### src/rtl/uart_tx_framer.sv
// UART transmitter with a small input FIFO, runtime bit period, parity and stop-bit count.
// Optional macro UART_TX_BREAK_EN adds the send_break input and the BREAK state.
module uart_tx_framer #(
    parameter int DATA_BITS  = 8,
    parameter int FIFO_DEPTH = 4,
    parameter int CLOCK_FREQ = 125_000_000,
    parameter int MIN_BDRT   = 9_600,
    parameter int BAUD_BITS  = $clog2((CLOCK_FREQ + (MIN_BDRT / 2) - 1) / (MIN_BDRT / 2)),
    parameter int CNT_BITS   = $clog2(FIFO_DEPTH + 1)
) (
    input  logic                 clk,
    input  logic                 reset,
    input  logic [BAUD_BITS-1:0] baud_edge,
    input  logic [1:0]           parity_mode,
    input  logic                 stop2,
    input  logic [DATA_BITS-1:0] data_in,
    input  logic                 data_in_valid,
`ifdef UART_TX_BREAK_EN
    input  logic                 send_break,
`endif
    output logic                 data_in_ready,
    output logic                 serial_out,
    output logic                 busy,
    output logic                 tx_done,
    output logic [CNT_BITS-1:0]  fifo_count
);

    localparam int PTR_W = $clog2(FIFO_DEPTH);
    localparam int BIT_W = $clog2(DATA_BITS + 4);
    localparam logic [BIT_W-1:0]    LAST_DATA = BIT_W'(DATA_BITS - 1);
    localparam logic [CNT_BITS-1:0] FULL      = CNT_BITS'(FIFO_DEPTH);
`ifdef UART_TX_BREAK_EN
    localparam logic [BIT_W-1:0]    BRK_HIGH  = BIT_W'(DATA_BITS + 3);
`endif

    typedef enum logic [2:0] {
        ST_IDLE,
        ST_START,
        ST_DATA,
        ST_PARITY,
        ST_STOP
`ifdef UART_TX_BREAK_EN
        , ST_BREAK
`endif
    } state_t;

    state_t                state_q, state_d;
    logic [BAUD_BITS-1:0]  cnt_q, cnt_d;
    logic [BAUD_BITS-1:0]  baud_q, baud_d;
    logic [BIT_W-1:0]      bit_q, bit_d;
    logic [DATA_BITS-1:0]  shreg_q, shreg_d;
    logic                  par_en_q, par_en_d;
    logic                  par_q, par_d;
    logic                  stop2_q, stop2_d;
    logic                  serial_q, serial_d;
    logic                  done_q, done_d;
    logic                  busy_q, busy_d;

    logic [DATA_BITS-1:0]  fifo_mem_q [FIFO_DEPTH];
    logic [DATA_BITS-1:0]  fifo_mem_d [FIFO_DEPTH];
    logic [PTR_W-1:0]      wr_ptr_q, wr_ptr_d;
    logic [PTR_W-1:0]      rd_ptr_q, rd_ptr_d;
    logic [CNT_BITS-1:0]   count_q, count_d;

    logic                  push;
    logic                  pop;
    logic                  take_next;
    logic                  sym_edge;
    logic [DATA_BITS-1:0]  head;

    always_comb begin
        push      = data_in_valid && (count_q != FULL);
        pop       = 1'b0;
        take_next = 1'b0;
        head      = fifo_mem_q[rd_ptr_q];
        sym_edge  = (cnt_q == baud_q);

        state_d  = state_q;
        cnt_d    = cnt_q + BAUD_BITS'(1);
        baud_d   = baud_q;
        bit_d    = bit_q;
        shreg_d  = shreg_q;
        par_en_d = par_en_q;
        par_d    = par_q;
        stop2_d  = stop2_q;
        done_d   = 1'b0;

        case (state_q)
            ST_IDLE: begin
                cnt_d     = '0;
                take_next = 1'b1;
            end
            ST_START: begin
                if (sym_edge) begin
                    state_d = ST_DATA;
                    cnt_d   = '0;
                    bit_d   = '0;
                end
            end
            ST_DATA: begin
                if (sym_edge) begin
                    cnt_d   = '0;
                    shreg_d = shreg_q >> 1;
                    if (bit_q == LAST_DATA) begin
                        bit_d   = '0;
                        state_d = par_en_q ? ST_PARITY : ST_STOP;
                    end else begin
                        bit_d = bit_q + BIT_W'(1);
                    end
                end
            end
            ST_PARITY: begin
                if (sym_edge) begin
                    state_d = ST_STOP;
                    cnt_d   = '0;
                    bit_d   = '0;
                end
            end
            ST_STOP: begin
                if (sym_edge) begin
                    cnt_d = '0;
                    if (stop2_q && (bit_q == '0)) begin
                        bit_d = BIT_W'(1);
                    end else begin
                        // Final stop edge: the next frame may start on this same edge.
                        done_d    = 1'b1;
                        bit_d     = '0;
                        state_d   = ST_IDLE;
                        take_next = 1'b1;
                    end
                end
            end
`ifdef UART_TX_BREAK_EN
            ST_BREAK: begin
                if (sym_edge) begin
                    cnt_d = '0;
                    if (bit_q == BRK_HIGH) begin
                        state_d = ST_IDLE;
                        bit_d   = '0;
                    end else begin
                        bit_d = bit_q + BIT_W'(1);
                    end
                end
            end
`endif
            default: state_d = ST_IDLE;
        endcase

        if (take_next) begin
`ifdef UART_TX_BREAK_EN
            if (send_break) begin
                state_d = ST_BREAK;
                cnt_d   = '0;
                bit_d   = '0;
                baud_d  = baud_edge;
            end else
`endif
            if (count_q != '0) begin
                pop      = 1'b1;
                state_d  = ST_START;
                cnt_d    = '0;
                bit_d    = '0;
                shreg_d  = head;
                baud_d   = baud_edge;
                par_en_d = (parity_mode != 2'b00);
                stop2_d  = stop2;
                case (parity_mode)
                    2'b01:   par_d = ^head;
                    2'b10:   par_d = ~^head;
                    default: par_d = 1'b1;
                endcase
            end
        end

        case (state_d)
            ST_START:  serial_d = 1'b0;
            ST_DATA:   serial_d = shreg_d[0];
            ST_PARITY: serial_d = par_d;
`ifdef UART_TX_BREAK_EN
            ST_BREAK:  serial_d = (bit_d == BRK_HIGH);
`endif
            default:   serial_d = 1'b1;
        endcase

        fifo_mem_d = fifo_mem_q;
        if (push) begin
            fifo_mem_d[wr_ptr_q] = data_in;
        end
        wr_ptr_d = push ? (wr_ptr_q + PTR_W'(1)) : wr_ptr_q;
        rd_ptr_d = pop ? (rd_ptr_q + PTR_W'(1)) : rd_ptr_q;
        case ({push, pop})
            2'b10:   count_d = count_q + CNT_BITS'(1);
            2'b01:   count_d = count_q - CNT_BITS'(1);
            default: count_d = count_q;
        endcase

        busy_d = (state_d != ST_IDLE) || (count_d != '0);
    end

    always_ff @(posedge clk or negedge reset) begin
        if (!reset) begin
            state_q    <= ST_IDLE;
            cnt_q      <= '0;
            baud_q     <= '0;
            bit_q      <= '0;
            shreg_q    <= '0;
            par_en_q   <= 1'b0;
            par_q      <= 1'b0;
            stop2_q    <= 1'b0;
            serial_q   <= 1'b1;
            done_q     <= 1'b0;
            busy_q     <= 1'b0;
            fifo_mem_q <= '{default: '0};
            wr_ptr_q   <= '0;
            rd_ptr_q   <= '0;
            count_q    <= '0;
        end else begin
            state_q    <= state_d;
            cnt_q      <= cnt_d;
            baud_q     <= baud_d;
            bit_q      <= bit_d;
            shreg_q    <= shreg_d;
            par_en_q   <= par_en_d;
            par_q      <= par_d;
            stop2_q    <= stop2_d;
            serial_q   <= serial_d;
            done_q     <= done_d;
            busy_q     <= busy_d;
            fifo_mem_q <= fifo_mem_d;
            wr_ptr_q   <= wr_ptr_d;
            rd_ptr_q   <= rd_ptr_d;
            count_q    <= count_d;
        end
    end

    assign data_in_ready = (count_q != FULL);
    assign serial_out    = serial_q;
    assign busy          = busy_q;
    assign tx_done       = done_q;
    assign fifo_count    = count_q;

endmodule
### config.mk
export PLATFORM = sky130hd
export DESIGN_NAME = uart_tx_framer
export DESIGN_NICKNAME = d
export VERILOG_FILES = /design/src/rtl/uart_tx_framer.sv
export SDC_FILE = /design/constraint.sdc
export NUM_CORES = 1
export LEC_CHECK = 0
export ABC_AREA = 1
export CORE_MARGIN = 8
export CORE_UTILIZATION = 40
export CTS_CLUSTER_DIAMETER = 30
export DETAILED_ROUTE_END_ITERATION = 7
export GPL_ROUTABILITY_DRIVEN = 0
export PLACE_DENSITY = 0.64
export SLEW_MARGIN = 20
export SYNTH_ARGS = -nofsm -noshare
export SYNTH_HDL_FRONTEND = slang
export SYNTH_SLANG_ARGS = --single-unit
### constraint.sdc
create_clock -name clk -period 3 [get_ports clk]
set_input_delay 0.6 -clock clk [delete_from_list [all_inputs] [get_ports clk]]
set_output_delay 0.6 -clock clk [all_outputs]
set_load 0.01 [all_outputs]
# After elaboration in Yosys (flattened, before gate mapping)
# Index checks and enable logic that the tools add are counted.
# W data, S select, Z words.
[totals]
out_inout_bits = 7
register_bits = 90
elab_cells = 101
in_bits = 29
[op_classes]
bitwise = 2
n_reduce_logical = 15
order_cmp = 3
n_addsub = 6
eq_ne = 14
n_mux = 43
[ops]
columns = ["operator", "count"]
rows = [
  ["$mux W8", 7],
  ["$mux W15", 3],
  ["$bwmux W32", 1],
  ["$pmux W15 S2", 1],
  ["$mux W3", 9],
  ["$mux W4", 6],
  ["$bmux W8 S2", 1],
  ["$demux W8 S2", 1],
  ["$add A15 B1 Y15 const B", 1],
  ["$eq A15 B15 Y1", 1],
  ["$pmux W3 S5", 1],
  ["$eq A3 B2 Y1 const B", 4],
  ["$pmux W4 S3", 1],
  ["$reduce_bool A3 Y1", 3],
  ["$mux W1", 8],
  ["$reduce_xnor A8 Y1", 1],
  ["$reduce_xor A8 Y1", 1],
  ["$eq A3 B1 Y1 const B", 2],
  ["$ge A3 B3 Y1 const B", 2],
  ["$not A2 Y3", 2],
  ["$pmux W3 S2", 1],
  ["$add A2 B1 Y2 const B", 2],
  ["$add A4 B1 Y4 const B", 1],
  ["$eq A2 B1 Y1 const B", 2],
  ["other kinds (17)", 21],
]

# Longest topological paths before layout
# Gate-level depths: netlist of run 1.
[logic_depth]
depth_word = 10
mapped_depth = 17
mapped_depth_nobuf = 16

# Worst setup path before layout of run 1
# Ideal clock, no wire load.
[synth_path]
kind = "flip-flop to flip-flop"
start = "register cnt_q[0]"
end = "register busy_q, in the netlist busy"
period_less_slack_ps = 2556
required_time_ps = 2875
slack_ps = 444
arrival_time_ps = 2431
n_path_buf = 1
stages_incl_launch_ff = 16
setup_ps = 125
cell_sequence = "dfrtp_1 -> xor2_1 -> nor2_1 -> nand2_1 -> nor2_2 -> nand3_2 -> a21boi_4 -> buf_4 -> ha_1 -> inv_1 -> fa_1 -> a21oi_1 -> o21ai_0 -> xor2_1 -> nor2_1 -> nand3_1"
[synth_between]
elab_chain_len = 8
elab_cells_between_ends = 17
cone_classes = "3 x eq/ne; 11 x mux; 3 x reduce/logical"
[synth_rtl]
columns = ["element", "line_no", "rtl"]
rows = [
  ["start, declared", "48", "logic [BAUD_BITS-1:0] cnt_q, cnt_d;"],
  ["start signal, assigned", "219", "cnt_q <= cnt_d;"],
  ["$eq A15 B15 Y1 (*)", "76", "sym_edge = (cnt_q == baud_q);"],
  ["$mux W1 (*)", "120", "if (sym_edge) begin"],
  ["$pmux W1 S2 (*)", "88", "case (state_q)"],
  ["$mux W1 (*)", "149", "if (take_next) begin"],
  ["via pop", "66", "logic pop;"],
  ["$eq A2 B1 Y1 / $eq A2 B2 Y1 (equally long branches)", "191", "case ({push, pop})"],
  ["$pmux W3 S2 (*)", "191", ""],
  ["via count_d[2]", "63", "logic [CNT_BITS-1:0] count_q, count_d;"],
  ["$reduce_bool A3 Y1 (*)", "197", "busy_d = (state_d != ST_IDLE) || (count_d != '0);"],
  ["$logic_or A1 B1 Y1 (*)", "197", ""],
  ["via busy_d", "57", "logic busy_q, busy_d;"],
  ["end signal, assigned", "228", "busy_q <= busy_d;"],
  ["end, declared", "57", ""],
]
# Mark *: on every way through the listed nets, which the timed path passes. The rest lies on a longest branch.
# A chain may end at the register's enable or synchronous reset.

# Final worst setup path of run 1
[layout_path]
start = "register cnt_q[8]"
end = "register busy_q, in the netlist busy"
[layout_between]
elab_chain_len = 8
elab_cells_between_ends = 17
cone_classes = "3 x eq/ne; 11 x mux; 3 x reduce/logical"
[layout_rtl]
columns = ["element", "line_no"]
rows = [
  ["$eq A15 B15 Y1 (*)", "76"],
  ["$mux W1 (*)", "120"],
  ["$pmux W1 S2 (*)", "88"],
  ["$mux W1 (*)", "149"],
  ["$eq A2 B1 Y1 / $eq A2 B2 Y1 (equally long branches)", "191"],
  ["$pmux W3 S2 (*)", "191"],
  ["via count_d[2]", "63"],
  ["$reduce_bool A3 Y1 (*)", "197"],
  ["$logic_or A1 B1 Y1 (*)", "197"],
  ["via busy_d", "57"],
]
# Marks and branches as above.

==> flow_summary.ini, run 1 <==
[status]
outcome = finished, final reports clean

[power_and_ir_drop]
power.internal_mw = 2.64
static-leakage-power_nw = 2.78
clkPwrFrac = 0.277
pd_cells_nw_per_um2 = 731
power.share.sequential = 0.427
power.share.switching = 0.349
power.ir.vdd_worst_uv = 451
p_switching_mw = 1.41
comb_power_share = 0.296

[run]
cap_viol_max_count = 0

[setup_path]
critical_path.most_common_cell = sky130_fd_sc_hd__nand2_1
cp_data_arrival_time_ns = 2.82
worst_setup_path_end_kind = register
crit_chain = inv_2 > nand2_1 > nand2_1 > nor2_1 > nand2_1 > nor2_2 > nand3_2 > a21boi_4 > ha_1 > inv_1 > fa_1 > a21oi_1 > o21ai_0 > xor2_1 > nor2_1 > nand3_1
worstSetupPathType = register to register
slowest_stage = sky130_fd_sc_hd__dfrtp_1
worst_path_largest_cell_delay_ns = 0.40
critical_path_peak_fanout = 5
timing.critical_path.required_ns = 3.23
worst_setup_path_start_kind = register

[timing]
finalWorstPathRequiredPeriod_ns = 2.59
worst-slew-pin-transition_ns = 0.753
max_clock_freq_mhz = 386
clock_skew_ns = 0.00867
setup_tns_ns = 0
max-slew-margin-rel = 0.498
final_hold_violating_endpoints = 0
final_setup_violation_count = 0
drv_slew = 0
finalHoldWorstSlack_ns = 0.322
setup_repair_after_global_routing_missed_its_margin = false
post-route-period-util = 0.863

[synth]
ys_seq_elements = 90
synth-seq-area-share = 0.473
syn_area_um2 = 4760
synthesis.yosys.warnings = 0
syn_nets = 664
netlist_top_cells_area = sky130_fd_sc_hd__dfrtp_1 47%, sky130_fd_sc_hd__nand2_1 18%, sky130_fd_sc_hd__inv_1 4.8%
synth_cell_types = 34
postSynth.asyncResetShare = 1.00
number_of_enable_flip_flop_cells_after_synthesis = 0
post_synth.cell_area_avg_um2 = 7.64
yosys_most_used_dff = sky130_fd_sc_hd__dfrtp_1
syn_inst = 623
synth_top_area_share = 0.468
synth_area_leader_cell = sky130_fd_sc_hd__dfrtp_1

[cts]
post_cts_repair_timing_setup_buffer_count = 0
clock_tree.htree_level_count = 3
cts-root-to-sink-buffers = 2
clock_sink_count = 90
cts.repair.resized = 0
cts_inserted_buffers = 9
cts_tree = built
insertion_delay_ns = 0.35
worst_setup_hold_path_clk_slew_ns = 0.07
clk_root_buffer_cell = sky130_fd_sc_hd__clkbuf_16
cts_hold_buffers = 0

[hold_path]
min-delay-path-class = primary input to asynchronous set/reset pin

[layout]
synthToLayoutAreaGrowth_pct = 16.4
drive_gt1_frac = 0.0770
final_net_count = 698
antenna-diode-count = 0
design_area_um2 = 5540
final_cells = 809
postLayoutCoreUtil = 0.469
layout.filler_cells = 1141

[drt]
drc = 0
avgViaCountPerCell = 4.87
drtIter0Drc = 207
route.vias.total = 3942
routed_wire_length_per_instance_um = 12.3
routed_wire_length_mm = 9.94
detailedRoute.firstPassIterationCount = 4
drt.antenna.violating_nets = 0

[place]
placement.cell_area_um2 = 5250
buffer_ports.inserted = 35
dp_cell_count = 793
dp.final_hpwl_mm = 7.12

[grt]
grt_util_all_layers = 0.139
global_route_wire_length_before_repair_mm = 17.9
antenna_violations_before_repair = 0
grt_max_degree = 57
first_global_vias = 3977
grt-ovfl-total = 0

[floorplanning]
die_width_um = 125
start_util = 0.403
core_area_um2 = 11800
design.die.area_um2 = 15600
boundaryPins = 36
std_cell_rows = 40
die_h_um = 125
[power by group through the flow]
stage          clock, mW  combinational (mW)  sequential (mW)
2_1_floorplan          0               0.888             1.70
3_3_place_gp           0                1.16             1.73
3_5_place_dp           0                1.21             1.75
4_1_cts             1.16                1.22             1.73
5_1_grt             1.20                1.41             1.77
6_report            1.12                1.20             1.73
[state kept, by name, indices dropped and copies added (netlist names), 2 cells and up]
register    flops
fifo_mem_q     32
baud_q         15
cnt_q          15
shreg_q         8
bit_q           4
fifo_count      3
state_q         3
rd_ptr_q        2
wr_ptr_q        2
[final cells by class]
type | instances | area [µm²] | share of cell area
Inverter | 73 | 274 | 0.0495
Tap cell | 147 | 184 | 0.0332
Timing Repair Buffer | 38 | 383 | 0.0691
Multi-Input combinational cell | 445 | 2150 | 0.388
Sequential cell | 90 | 2250 | 0.407
Clock buffer | 9 | 225 | 0.0407
Clock inverter | 7 | 70.1 | 0.0126
[stage by stage]
step	total power, mW	setup WS, ns
final	4.05	0.410
after global routing	4.39	0.156
after CTS	4.10	0.392
after detailed placement	2.96	0.398
after global placement	2.90	0.488
after floorplan	2.59	0.444
[cell families after synthesis]
group	share of synthesized area
DFF	0.473
adders and majority gates	0.0331
buffers and inverters	0.0749
xor gates and xnor gates	0.0294
and+or+nand+nor	0.299
AOI/OAI and AO/OA	0.0901
[critical path, delay by kind of cell (launching register included)]
family | cells | cell delay (ns)
AO/OA/AOI/OAI | 3 | 0.42
XOR/XNOR | 1 | 0.17
adder cells (fa/ha/maj) | 2 | 0.53
buffers and inverters | 2 | 0.13
flip-flops | 1 | 0.40
AND/OR/NAND/NOR | 8 | 0.82
[synthesized netlist by cell type (3+ instances only)]
| cell type | number |
|---|---|
| sky130_fd_sc_hd__nand3_1 | 38 |
| sky130_fd_sc_hd__dfrtp_1 | 89 |
| sky130_fd_sc_hd__o21ai_1 | 17 |
| sky130_fd_sc_hd__buf_4 | 5 |
| sky130_fd_sc_hd__nor2_2 | 7 |
| sky130_fd_sc_hd__xnor2_1 | 5 |
| sky130_fd_sc_hd__nor3b_1 | 4 |
| sky130_fd_sc_hd__nor2_1 | 41 |
| sky130_fd_sc_hd__xor2_1 | 11 |
| sky130_fd_sc_hd__a21oi_1 | 8 |
| sky130_fd_sc_hd__nand4_1 | 3 |
| sky130_fd_sc_hd__a31oi_1 | 8 |
| sky130_fd_sc_hd__inv_1 | 61 |
| sky130_fd_sc_hd__nand2_1 | 234 |
| sky130_fd_sc_hd__buf_2 | 6 |
| sky130_fd_sc_hd__inv_2 | 12 |
| sky130_fd_sc_hd__ha_1 | 11 |
| sky130_fd_sc_hd__o21ai_0 | 39 |
| sky130_fd_sc_hd__clkbuf_1 | 4 |
| sky130_fd_sc_hd__nor3_1 | 3 |
[cell usage in the layout, fill, tap and decap left out, types with 12 or more instances in the layout]
master                            instances
sky130_fd_sc_hd__nand3_1                 38
sky130_fd_sc_hd__inv_1                   61
sky130_fd_sc_hd__inv_2                   12
sky130_fd_sc_hd__nor2_1                  41
sky130_fd_sc_hd__clkdlybuf4s50_1         34
sky130_fd_sc_hd__o21ai_1                 17
sky130_fd_sc_hd__dfrtp_1                 89
sky130_fd_sc_hd__o21ai_0                 39
sky130_fd_sc_hd__nand2_1                234
[path summary, 6_finish.rpt]
check | from | to | slack [ns] | cells past startpoint
setup / recovery | cnt_q[8] | busy | 0.41 | 16
hold / removal | reset | cnt_q[11] | 0.32 | 1
setup reg to reg | cnt_q[8] | busy | 0.41 | 16
hold reg to reg | fifo_mem_q[8] | fifo_mem_q[8] | 0.49 | 2
max in group asynchronous | reset | fifo_mem_q[25] | 2.03 | 2
min in group clk | fifo_mem_q[8] | fifo_mem_q[8] | 0.49 | 2
[routing by layer]
layer | routed length (µm) | global-route usage
met1 | 4720 | 0.164
met2 | 4710 | 0.235
met3 | 384 | 0.0446
met4 | 128 | 0.0430
met5 | 0 | 0
Note: power is estimated with default switching activity, not from simulation.
==> run 2: changes to the inputs <==
--- a/config.mk
+++ b/config.mk
@@ -6,6 +6,7 @@
 export NUM_CORES = 1
 export LEC_CHECK = 0
 export ABC_AREA = 1
+export CORE_ASPECT_RATIO = 0.9
 export CORE_MARGIN = 8
 export CORE_UTILIZATION = 40
 export CTS_CLUSTER_DIAMETER = 30
==> run 2 against run 1 <==
  * Non-clock buffer count grew 1
  * Utilization rose by 0.91 points
  * Sequential power about the same
  * Hold slack got worse by 0.011 ns
  * Die area hardly changed
  * Sequential share of layout area up 0.21 points
  * Total power is 3.1% lower
  * Clock-buffer cell count unchanged
  * Via count shrank 0.43%
  * Clock power shrank 12%
  * Final cell count rose by 0.87%
  * Critical path depth unchanged
  * Critical endpoint unchanged
  * Highest routed layer unchanged
==> flow_summary.ini, run 2 (synthesis results as in run 1) <==
[status]
outcome = finished, final reports clean

[drt]
routed_wire_length_mm = 10.4
drc = 0
drt.antenna.violating_nets = 0
avgViaCountPerCell = 4.81
route.vias.total = 3925
routed_wire_length_per_instance_um = 12.8
drtIter0Drc = 252
detailedRoute.firstPassIterationCount = 4

[setup_path]
worst_setup_path_end_kind = register
worst_setup_path_start_kind = register
critical_path.most_common_cell = sky130_fd_sc_hd__nand2_1
worst_path_largest_cell_delay_ns = 0.41
crit_chain = inv_2 > nand2_1 > nand2_1 > nor2_1 > nand2_1 > nor2_2 > nand3_2 > a21boi_4 > ha_1 > inv_1 > fa_1 > a21oi_1 > o21ai_0 > xor2_1 > nor2_1 > nand3_1
slowest_stage = sky130_fd_sc_hd__dfrtp_1
timing.critical_path.max_delay_family = simple AND/OR/NAND/NOR gates
worstSetupPathType = register to register
critical_path_peak_fanout = 5
cp_data_arrival_time_ns = 2.86
timing.critical_path.required_ns = 3.22
critical_path_buf_inv_count = 2

[floorplanning]
die_width_um = 131
std_cell_rows = 37
design.die.area_um2 = 15700
die_h_um = 119
start_util = 0.413
boundaryPins = 36
core_area_um2 = 11500

[timing]
drv_slew = 0
max-slew-margin-rel = 0.512
final_setup_violation_count = 0
max_clock_freq_mhz = 379
post-route-period-util = 0.879
final_hold_violating_endpoints = 0
setup_repair_after_global_routing_missed_its_margin = false
worst-slew-pin-transition_ns = 0.732
finalWorstPathRequiredPeriod_ns = 2.64
setup_tns_ns = 0
clock_skew_ns = 0.00682

[cts]
cts_tree = built
post_cts_repair_timing_setup_buffer_count = 0
worst_setup_hold_path_clk_slew_ns = 0.06
cts-root-to-sink-buffers = 2
cts.repair.resized = 0
clock_sink_count = 90
insertion_delay_ns = 0.34
cts_inserted_buffers = 9
clock_tree.htree_level_count = 3
cts_hold_buffers = 0
clk_root_buffer_cell = sky130_fd_sc_hd__clkbuf_16

[layout]
synthToLayoutAreaGrowth_pct = 15.8
postLayoutCoreUtil = 0.478
most-common-layout-cells = 234 x sky130_fd_sc_hd__nand2_1, 89 x sky130_fd_sc_hd__dfrtp_1, 61 x sky130_fd_sc_hd__inv_1
antenna-diode-count = 0
top_register = fifo_mem_q
drive_gt1_frac = 0.0742
layout.filler_cells = 1141
multi_input_comb_area_um2 = 2150
largest_reg_flops = 32
seqCellArea_um2 = 2250
biggest_registers_after_layout = fifo_mem_q x32, baud_q x15, cnt_q x15
mostFrequentLayoutCell = sky130_fd_sc_hd__nand2_1
final_net_count = 699

[grt]
antenna_violations_before_repair = 0
first_global_vias = 3990
grt_max_degree = 55
global_route_wire_length_before_repair_mm = 18.3
grt-ovfl-total = 0
grt_util_all_layers = 0.145

[power_and_ir_drop]
pd_cells_nw_per_um2 = 712
static-leakage-power_nw = 2.76
power.ir.vdd_worst_uv = 391

[hold_path]
min-delay-path-class = primary input to asynchronous set/reset pin

[place]
dp.final_hpwl_mm = 7.33
buffer_ports.inserted = 35

[run]
cap_viol_max_count = 0
==> run 2: changes by cell type in the layout (fill, tap and decap cells not counted), sizes merged <==
cell | before | now
bufinv | 1 | 0
buf | 4 | 5
clkinv | 5 | 3
==> run 2: worst paths after layout <==
path | slack, ns | cells after the start | from | endpoint
setup / recovery | 0.36 | 16 | cnt_q[8] | busy
hold / removal | 0.31 | 1 | reset | baud_q[2]
setup reg to reg | 0.36 | 16 | cnt_q[8] | busy
hold reg to reg | 0.48 | 2 | fifo_mem_q[29] | fifo_mem_q[29]
max in group asynchronous | 2.01 | 2 | reset | baud_q[6]
min in group clk | 0.48 | 2 | fifo_mem_q[29] | fifo_mem_q[29]
==> run 2: final cells by class <==
cell class	count	share of cell area
Clock buffer	9	0.0409
Clock inverter	4	0.00409
Sequential cell	90	0.409
Timing Repair Buffer	39	0.0708
Inverter	73	0.0497
Tap cell	156	0.0354
Multi-Input combinational cell	445	0.390
==> run 2: worst reg2reg max path, cell delays in order, from the launching register on <==
cell and delay (ns):
sky130_fd_sc_hd__dfrtp_1 0.41, sky130_fd_sc_hd__inv_2 0.07, sky130_fd_sc_hd__nand2_1 0.06, sky130_fd_sc_hd__nand2_1 0.04, sky130_fd_sc_hd__nor2_1 0.11, sky130_fd_sc_hd__nand2_1 0.08
sky130_fd_sc_hd__nor2_2 0.19, sky130_fd_sc_hd__nand3_2 0.17, sky130_fd_sc_hd__a21boi_4 0.18, sky130_fd_sc_hd__ha_1 0.16, sky130_fd_sc_hd__inv_1 0.07, sky130_fd_sc_hd__fa_1 0.38
sky130_fd_sc_hd__a21oi_1 0.14, sky130_fd_sc_hd__o21ai_0 0.12, sky130_fd_sc_hd__xor2_1 0.17, sky130_fd_sc_hd__nor2_1 0.10, sky130_fd_sc_hd__nand3_1 0.07
==> run 2: power breakdown <==
part | switching [mW] | internal (mW)
logic | 0.733 | 0.474
registers | 0.209 | 1.52
clock network | 0.445 | 0.542
==> run 2: layer usage <==
metal | up-vias | GRT usage | share of wire
li1 | 2023 | - | -
met1 | 1833 | 0.170 | 0.45
met2 | 53 | 0.248 | 0.50
met3 | 16 | 0.0385 | 0.037
met4 | 0 | 0.0545 | 0.016
met5 | - | 0 | 0
==> run 2: stage by stage <==
stage | worst slack [ns] | cells | hold WS (ns) | power, mW | area [µm²]
detailed placement | 0.363 | 803 | 0.473 | 2.97 | 5260
CTS | 0.345 | 816 | 0.347 | 3.98 | 5510
global route | 0.0849 | 816 | 0.379 | 4.26 | 5510
global placement | 0.471 | 803 | 0.467 | 2.91 | 5260
finish | 0.363 | 816 | 0.310 | 3.92 | 5510
floorplan | 0.444 | 623 | 0.304 | 2.59 | 4760
